===== config.mk =====
export PLATFORM = sky130hd
export DESIGN_NAME = philv_hazard_unit
export DESIGN_NICKNAME = d
export VERILOG_FILES = /design/src/rtl/philv_hazard_unit.sv
export SDC_FILE = /design/constraint.sdc
export NUM_CORES = 1
export LEC_CHECK = 0
export BUFFER_PORTS_ARGS = -buffer_cell sky130_fd_sc_hd__buf_2
export CORE_MARGIN = 3
export CORE_UTILIZATION = 51
export DETAILED_ROUTE_END_ITERATION = 10
export GPL_TIMING_DRIVEN = 0
export PLACE_DENSITY = 0.78
export SYNTH_ARGS = -nofsm -noshare
export SYNTH_HDL_FRONTEND = slang
export SYNTH_SLANG_ARGS = --single-unit

===== constraint.sdc =====
create_clock -name clk -period 1.8 [get_ports clk]
set_input_delay 0.18 -clock clk [delete_from_list [all_inputs] [get_ports clk]]
set_output_delay 0.18 -clock clk [all_outputs]
set_load 0.01 [all_outputs]

===== src/rtl/philv_hazard_unit.sv =====
// philv_hazard_unit: decode-side scoreboard, RAW interlock and forwarding selects; `PHILV_FORWARDING_EN enables bypass selects with load-use stall only
module philv_hazard_unit #(
  parameter int NUM_STAGES     = 3,
  parameter int REG_ADDR_WIDTH = 5,
  parameter int NUM_READ_PORTS = 2,
  parameter int SEL_W          = $clog2(NUM_STAGES+1)
) (
  input  logic                                     clk,
  input  logic                                     rst,
  input  logic                                     id_valid,
  input  logic [NUM_READ_PORTS*REG_ADDR_WIDTH-1:0] id_rs_addr,
  input  logic [NUM_READ_PORTS-1:0]                id_rs_used,
  input  logic [REG_ADDR_WIDTH-1:0]                id_rd_addr,
  input  logic                                     id_reg_wr,
  input  logic                                     id_is_load,
  input  logic                                     flush,
  output logic                                     stall,
  output logic                                     issue,
  output logic [NUM_READ_PORTS*SEL_W-1:0]          fwd_sel,
  output logic [NUM_STAGES-1:0]                    stage_valid,
  output logic [2**REG_ADDR_WIDTH-1:0]             busy_regs
);
  logic [NUM_STAGES-1:0]     sb_valid, sb_wr, sb_load;
  logic [REG_ADDR_WIDTH-1:0] sb_rd [NUM_STAGES];
  logic [NUM_READ_PORTS-1:0] hit, load_use;
  logic [NUM_READ_PORTS*SEL_W-1:0] sel;
  logic hazard;
  always_ff @(posedge clk) begin
    if (rst) begin
      sb_valid <= '0;
      sb_wr    <= '0;
      sb_load  <= '0;
      for (int k = 0; k < NUM_STAGES; k++) sb_rd[k] <= '0;
    end else begin
      sb_valid <= {sb_valid[NUM_STAGES-2:0], issue};
      sb_wr    <= {sb_wr[NUM_STAGES-2:0], issue & id_reg_wr};
      sb_load  <= {sb_load[NUM_STAGES-2:0], issue & id_is_load};
      sb_rd[0] <= issue ? id_rd_addr : '0;
      for (int k = 1; k < NUM_STAGES; k++) sb_rd[k] <= sb_rd[k-1];
    end
  end
  // Oldest to youngest, so the youngest matching entry overwrites the result last
  always_comb begin
    hit      = '0;
    load_use = '0;
    sel      = '0;
    for (int p = 0; p < NUM_READ_PORTS; p++)
      for (int k = NUM_STAGES-1; k >= 0; k--)
        if (id_rs_used[p] && id_rs_addr[p*REG_ADDR_WIDTH +: REG_ADDR_WIDTH] != '0 &&
            sb_valid[k] && sb_wr[k] && sb_rd[k] == id_rs_addr[p*REG_ADDR_WIDTH +: REG_ADDR_WIDTH]) begin
          hit[p]                 = 1'b1;
          load_use[p]            = (k == 0) && sb_load[k];
          sel[p*SEL_W +: SEL_W]  = SEL_W'(k+1);
        end
  end
  always_comb begin
    busy_regs = '0;
    for (int k = 0; k < NUM_STAGES; k++)
      if (sb_valid[k] && sb_wr[k] && sb_rd[k] != '0) busy_regs[sb_rd[k]] = 1'b1;
  end
`ifdef PHILV_FORWARDING_EN
  assign hazard  = |load_use;
  assign fwd_sel = sel;
  logic unused_hit;
  assign unused_hit = ^hit;
`else
  assign hazard  = |hit;
  assign fwd_sel = '0;
  logic unused_fwd;
  assign unused_fwd = ^{sel, load_use};
`endif
  assign stall       = id_valid & ~flush & hazard;
  assign issue       = id_valid & ~flush & ~stall;
  assign stage_valid = sb_valid;
endmodule


* Word-level counts from Yosys, hierarchy flattened
Memory sizes are Yosys's and may differ from the RTL's.
Cells that the tools add are included.
** Word-level totals
- Memory bits (read-only) :: 0
- Register bits after elaboration :: 6
- Memories kept :: 1
- Output and inout bits :: 41
- Bits in latches :: 0
- Bits of input ports :: 23
- Bits in writable memories :: 15
- Word-level logic and storage cells :: 83
** Memories
- sb_rd :: depth 3, bits a word 5, rd ports 3, clocked after Yosys merged registers in 0, wr ports 3, RTL line 24 : logic [REG_ADDR_WIDTH-1:0] sb_rd [NUM_STAGES];
** Operators by class
- Order comparisons :: 6
- Shifts and indexed selects :: 0
- Add/subtract/negate cells :: 0
- Bitwise logic cells :: 11
- Muxes and demuxes :: 22
- Equal/unequal tests :: 6
- Div/mod/pow operators :: 0
- Reduce and logical (&&, ||, !) cells :: 35
- Multipliers :: 0
** Operators with widths (number)
- 32-bit two-way mux :: 3
- 32-bit OR :: 2
- 5-bit equality test :: 6
- 1-bit logical AND :: 29
- 5-bit nonzero test :: 5
- 5-bit two-way mux :: 4
- 5-bit by 6-bit < comparator with 1-bit output, second input constant :: 3
- 1-bit demux with 5-bit select :: 3
- 5-bit by 1-bit greater-or-equal comparator with 1-bit output, second input constant :: 3
- 1-bit two-way mux :: 12
- 1-bit AND :: 4
- 1-bit OR :: 3
- 1-bit inverter :: 2
- 2-bit OR reduction :: 1

* Depth between registers and ports, before layout
- Depth after elaboration :: 14
- Depth in mapped cells :: 7
- Gate-level depth less buffers :: 5

* Worst setup path before layout
Ideal clock, no wire load.
- Kind :: flip-flop to output port
- Start point :: memory sb_rd[0][1]
- End point :: output stall
- Path buffers :: 1
- Setup slack :: 109 ps
- Data required time :: 1620 ps
- Stages on the path, launching flop included :: 7
- Arrival :: 1511 ps
- Cell sequence :: dfxtp_1 -> buf_6 -> xnor2_1 -> nand4_1 -> or3_4 -> a31oi_4 -> o21a_1
** RTL lines
- start: declaration :: RTL line 24
- end: declaration :: RTL line 17 : output logic stall,

==> flow_summary.ini <==
[final_layout]
drive_gt1_frac = 0.482
postLayoutCoreUtil = 0.817
nNetsFinal = 356
stdcell_count = 378
design_area_um2 = 2830
area.growth.synth_to_final_pct = 48.6
antenna_diode_count = 0

[global_route]
maximum_number_of_pins_on_one_net_before_global_route_repair = 12
grt_usage = 0.292
grt_first_pass_wirelength_mm = 10.0
vias_in_the_first_global_route = 2136
grt_overflow = 0
grt_antenna_before_repair = 0

[power_and_ir_drop]
pwr-share-clk = 0.307
total_leakage_power_nw = 1.25
internal_portion_of_total_power_mw = 0.717
p_per_area_nw_per_um2 = 344
power.share.sequential = 0.494
swShare = 0.265
vdd.ir_drop.worst_mv = 0.699
switchingPower_mw = 0.258
total_power_mw = 0.975
power_frac_comb = 0.198

[timing]
worst_slew_pin_slew_ns = 0.516
timing.max_slew.rel_slack = 0.656
setup_repair_after_global_routing_missed_its_margin = true
finalWorstPathRequiredPeriod_ns = 2.09
hold_viol_final = 0
min_period_over_period = 1.16
setup_skew_ns = 0.00333
tns_ns = -1.76
setup_viol = 20
drv_slew = 0
holdWs_ns = 0.162
setup_ws_ns = -0.286
fmax_ghz = 0.479

[hold_path]
hold_path_class = in2reg

[clocking]
htree_num_levels = 1
clock_tree.buffer_depth = 2
cts_tree = built
clkSinkCount = 21
ctsRootBufferMaster = sky130_fd_sc_hd__clkbuf_8
inserted_clock_buffers = 3
postCtsHoldBufs = 0
insertion_delay_ns = 0.26
clkTransAtPathRegs_ns = 0.07

[worst_setup_path]
worst_ep_required_time_ns = 1.62
endpoint_kind = output pin
worst_r2r_endpoint = stage_valid[0]$_SDFF_PP0_
crit_path_class = reg2out
regToRegStartpoint = sb_rd[0][10]$_SDFF_PP0_
path_max_fanout = 6
crit_arrival_ns = 1.91
timing.reg2reg.setup_slack_ns = -0.04
critPathCapture = stall
critical_path.startpoint_type = register
r2r_cells = 7
crit_path_start = sb_rd[0][10]$_SDFF_PP0_

[run_status]
violations = DRC, setup timing
status = finished, violations left

[logic_synthesis]
synthTopCellsByCount = 34 x sky130_fd_sc_hd__nand2_1, 26 x sky130_fd_sc_hd__a22oi_1, 22 x sky130_fd_sc_hd__xnor2_1, 21 x sky130_fd_sc_hd__dfxtp_1, 16 x sky130_fd_sc_hd__nor3_1
syn-instance-count = 252
post-synth-top-count-cell = sky130_fd_sc_hd__nand2_1
synth_edf_count = 0
synth_area_leader_cell = sky130_fd_sc_hd__dfxtp_1
yosys-top-cells-area = sky130_fd_sc_hd__dfxtp_1 22%, sky130_fd_sc_hd__a22oi_1 10%, sky130_fd_sc_hd__xnor2_1 10%, sky130_fd_sc_hd__nand2_1 6.7%, sky130_fd_sc_hd__nor2b_1 4.9%
ys_seq_area_frac = 0.220
ys_async_sr_fraction = 0
ys_seq_elements = 21
synth_top_flop_cell = sky130_fd_sc_hd__dfxtp_1
post_synthesis_area_per_instance_um2 = 7.57
syn-cell-area_um2 = 1910
yosysUniqueCellTypes = 36
synth.yosys.warnings = 0
synth.top_cell.area_share = 0.220

[drt]
drc = 1
number_of_vias_after_detailed_routing = 2309
detail-route-antenna-nets = 0
first_iter_violations = 306
avgRoutedWirePerCell_um = 18.6
avgViaCountPerCell = 6.11
finalWirelength_mm = 7.02
firstDrtPassIters = 8

[floorplan]
die-area_um2 = 4510
height_of_the_die_um = 67.1
starting_density_of_the_core = 0.550
core_area_um2 = 3470
boundaryPins = 64
x_dimension_of_the_die_um = 67.1
fp-row-count = 21

[placement]
numPlacedInstances = 359
cell_area_placed_um2 = 2260
post-place-ws_ns = -0.198
place.gp.congestion = 0.853
buffer_ports.inserted = 57
detailed_place_hpwl_mm = 4.03

[flow_run]
max-cap-violations = 0
-- worst min path at each step --
stage / startpoint / endpoint / slack, ns / cells after the start
after floorplan: id_rd_addr[0] / sb_rd[0][0]$_SDFF_PP0_ / 0.32 / 2
after global placement: id_rd_addr[1] / sb_rd[0][1]$_SDFF_PP0_ / 0.43 / 3
after detailed placement: id_rd_addr[3] / sb_rd[0][3]$_SDFF_PP0_ / 0.44 / 3
after CTS: id_rd_addr[1] / sb_rd[0][1]$_SDFF_PP0_ / 0.16 / 3
after global routing: id_rd_addr[0] / sb_rd[0][0]$_SDFF_PP0_ / 0.17 / 3
final: id_rd_addr[0] / sb_rd[0][0]$_SDFF_PP0_ / 0.16 / 3
-- final cells by class --
type,instances,area [um^2]
repair buffers,81,478
plain buffers,15,135
fillers,224,634
clock buffers,4,45.0
flip-flops and latches,21,463
multi-input cells,208,1640
inverters,3,11.3
well taps,46,57.6
-- layer usage --
layer / GRT usage / wire length, um
met1: 0.374 / 2630
met2: 0.480 / 3300
met3: 0.0200 / 676
met4: 0.175 / 419
met5: 0 / 0
-- registers in the layout, indices dropped and copies added, names as in the netlist --
signal	flops
sb_rd	15
sb_wr	3
stage_valid	3
-- cell usage in the layout, fill, tap and decap left out, types with 3 or more instances in the layout --
cell / count
sky130_fd_sc_hd__nor3_2: 4
sky130_fd_sc_hd__dfxtp_2: 10
sky130_fd_sc_hd__and3_1: 3
sky130_fd_sc_hd__dfxtp_4: 8
sky130_fd_sc_hd__nor2b_1: 15
sky130_fd_sc_hd__nand4_1: 5
sky130_fd_sc_hd__buf_2: 57
sky130_fd_sc_hd__dfxtp_1: 3
sky130_fd_sc_hd__and3b_1: 4
sky130_fd_sc_hd__inv_1: 3
sky130_fd_sc_hd__nor2_4: 6
sky130_fd_sc_hd__a22oi_1: 24
sky130_fd_sc_hd__or4_1: 3
sky130_fd_sc_hd__o21ai_1: 3
sky130_fd_sc_hd__nand2b_1: 6
sky130_fd_sc_hd__buf_6: 5
sky130_fd_sc_hd__xor2_1: 6
sky130_fd_sc_hd__xnor2_2: 11
sky130_fd_sc_hd__xnor2_1: 11
sky130_fd_sc_hd__buf_4: 28
sky130_fd_sc_hd__nor3_1: 9
sky130_fd_sc_hd__nor2_1: 4
sky130_fd_sc_hd__nand2_1: 31
sky130_fd_sc_hd__nor3b_1: 4
sky130_fd_sc_hd__a221o_1: 3
sky130_fd_sc_hd__nor3_4: 3
sky130_fd_sc_hd__conb_1: 5
sky130_fd_sc_hd__clkbuf_8: 3
sky130_fd_sc_hd__nand3b_1: 7
sky130_fd_sc_hd__clkbuf_1: 4
sky130_fd_sc_hd__o21ai_0: 10
-- logic make-up after synthesis --
group / share of synthesized area
other cells: 0.00197
compound gates: 0.194
buf+inv: 0.0794
xor+xnor: 0.138
simple gates: 0.367
flops: 0.220
-- power by group through the flow --
stage          clock network (mW)  registers, mW  logic, mW
2_1_floorplan                   0          0.489     0.0983
3_3_place_gp                    0          0.488      0.153
3_5_place_dp                    0          0.488      0.155
4_1_cts                     0.296          0.483      0.170
5_1_grt                     0.324          0.483      0.208
6_report                    0.300          0.482      0.193
-- worst max-delay path, cell delays in order, from the launching register on --
cell	delay [ns]
sky130_fd_sc_hd__dfxtp_4	0.39
sky130_fd_sc_hd__xor2_2	0.18
sky130_fd_sc_hd__nor4_2	0.30
sky130_fd_sc_hd__nand3_1	0.21
sky130_fd_sc_hd__a31oi_4	0.31
sky130_fd_sc_hd__o21a_1	0.14
sky130_fd_sc_hd__buf_2	0.12
-- repair_timing --
action | in CTS | in global routing
pin swaps | 14 | 16
setup buffers | 14 | 10
resized for setup | 54 | 60
endpoints found under the setup margin | 33 | 38
(Power assumes the default switching activity.)
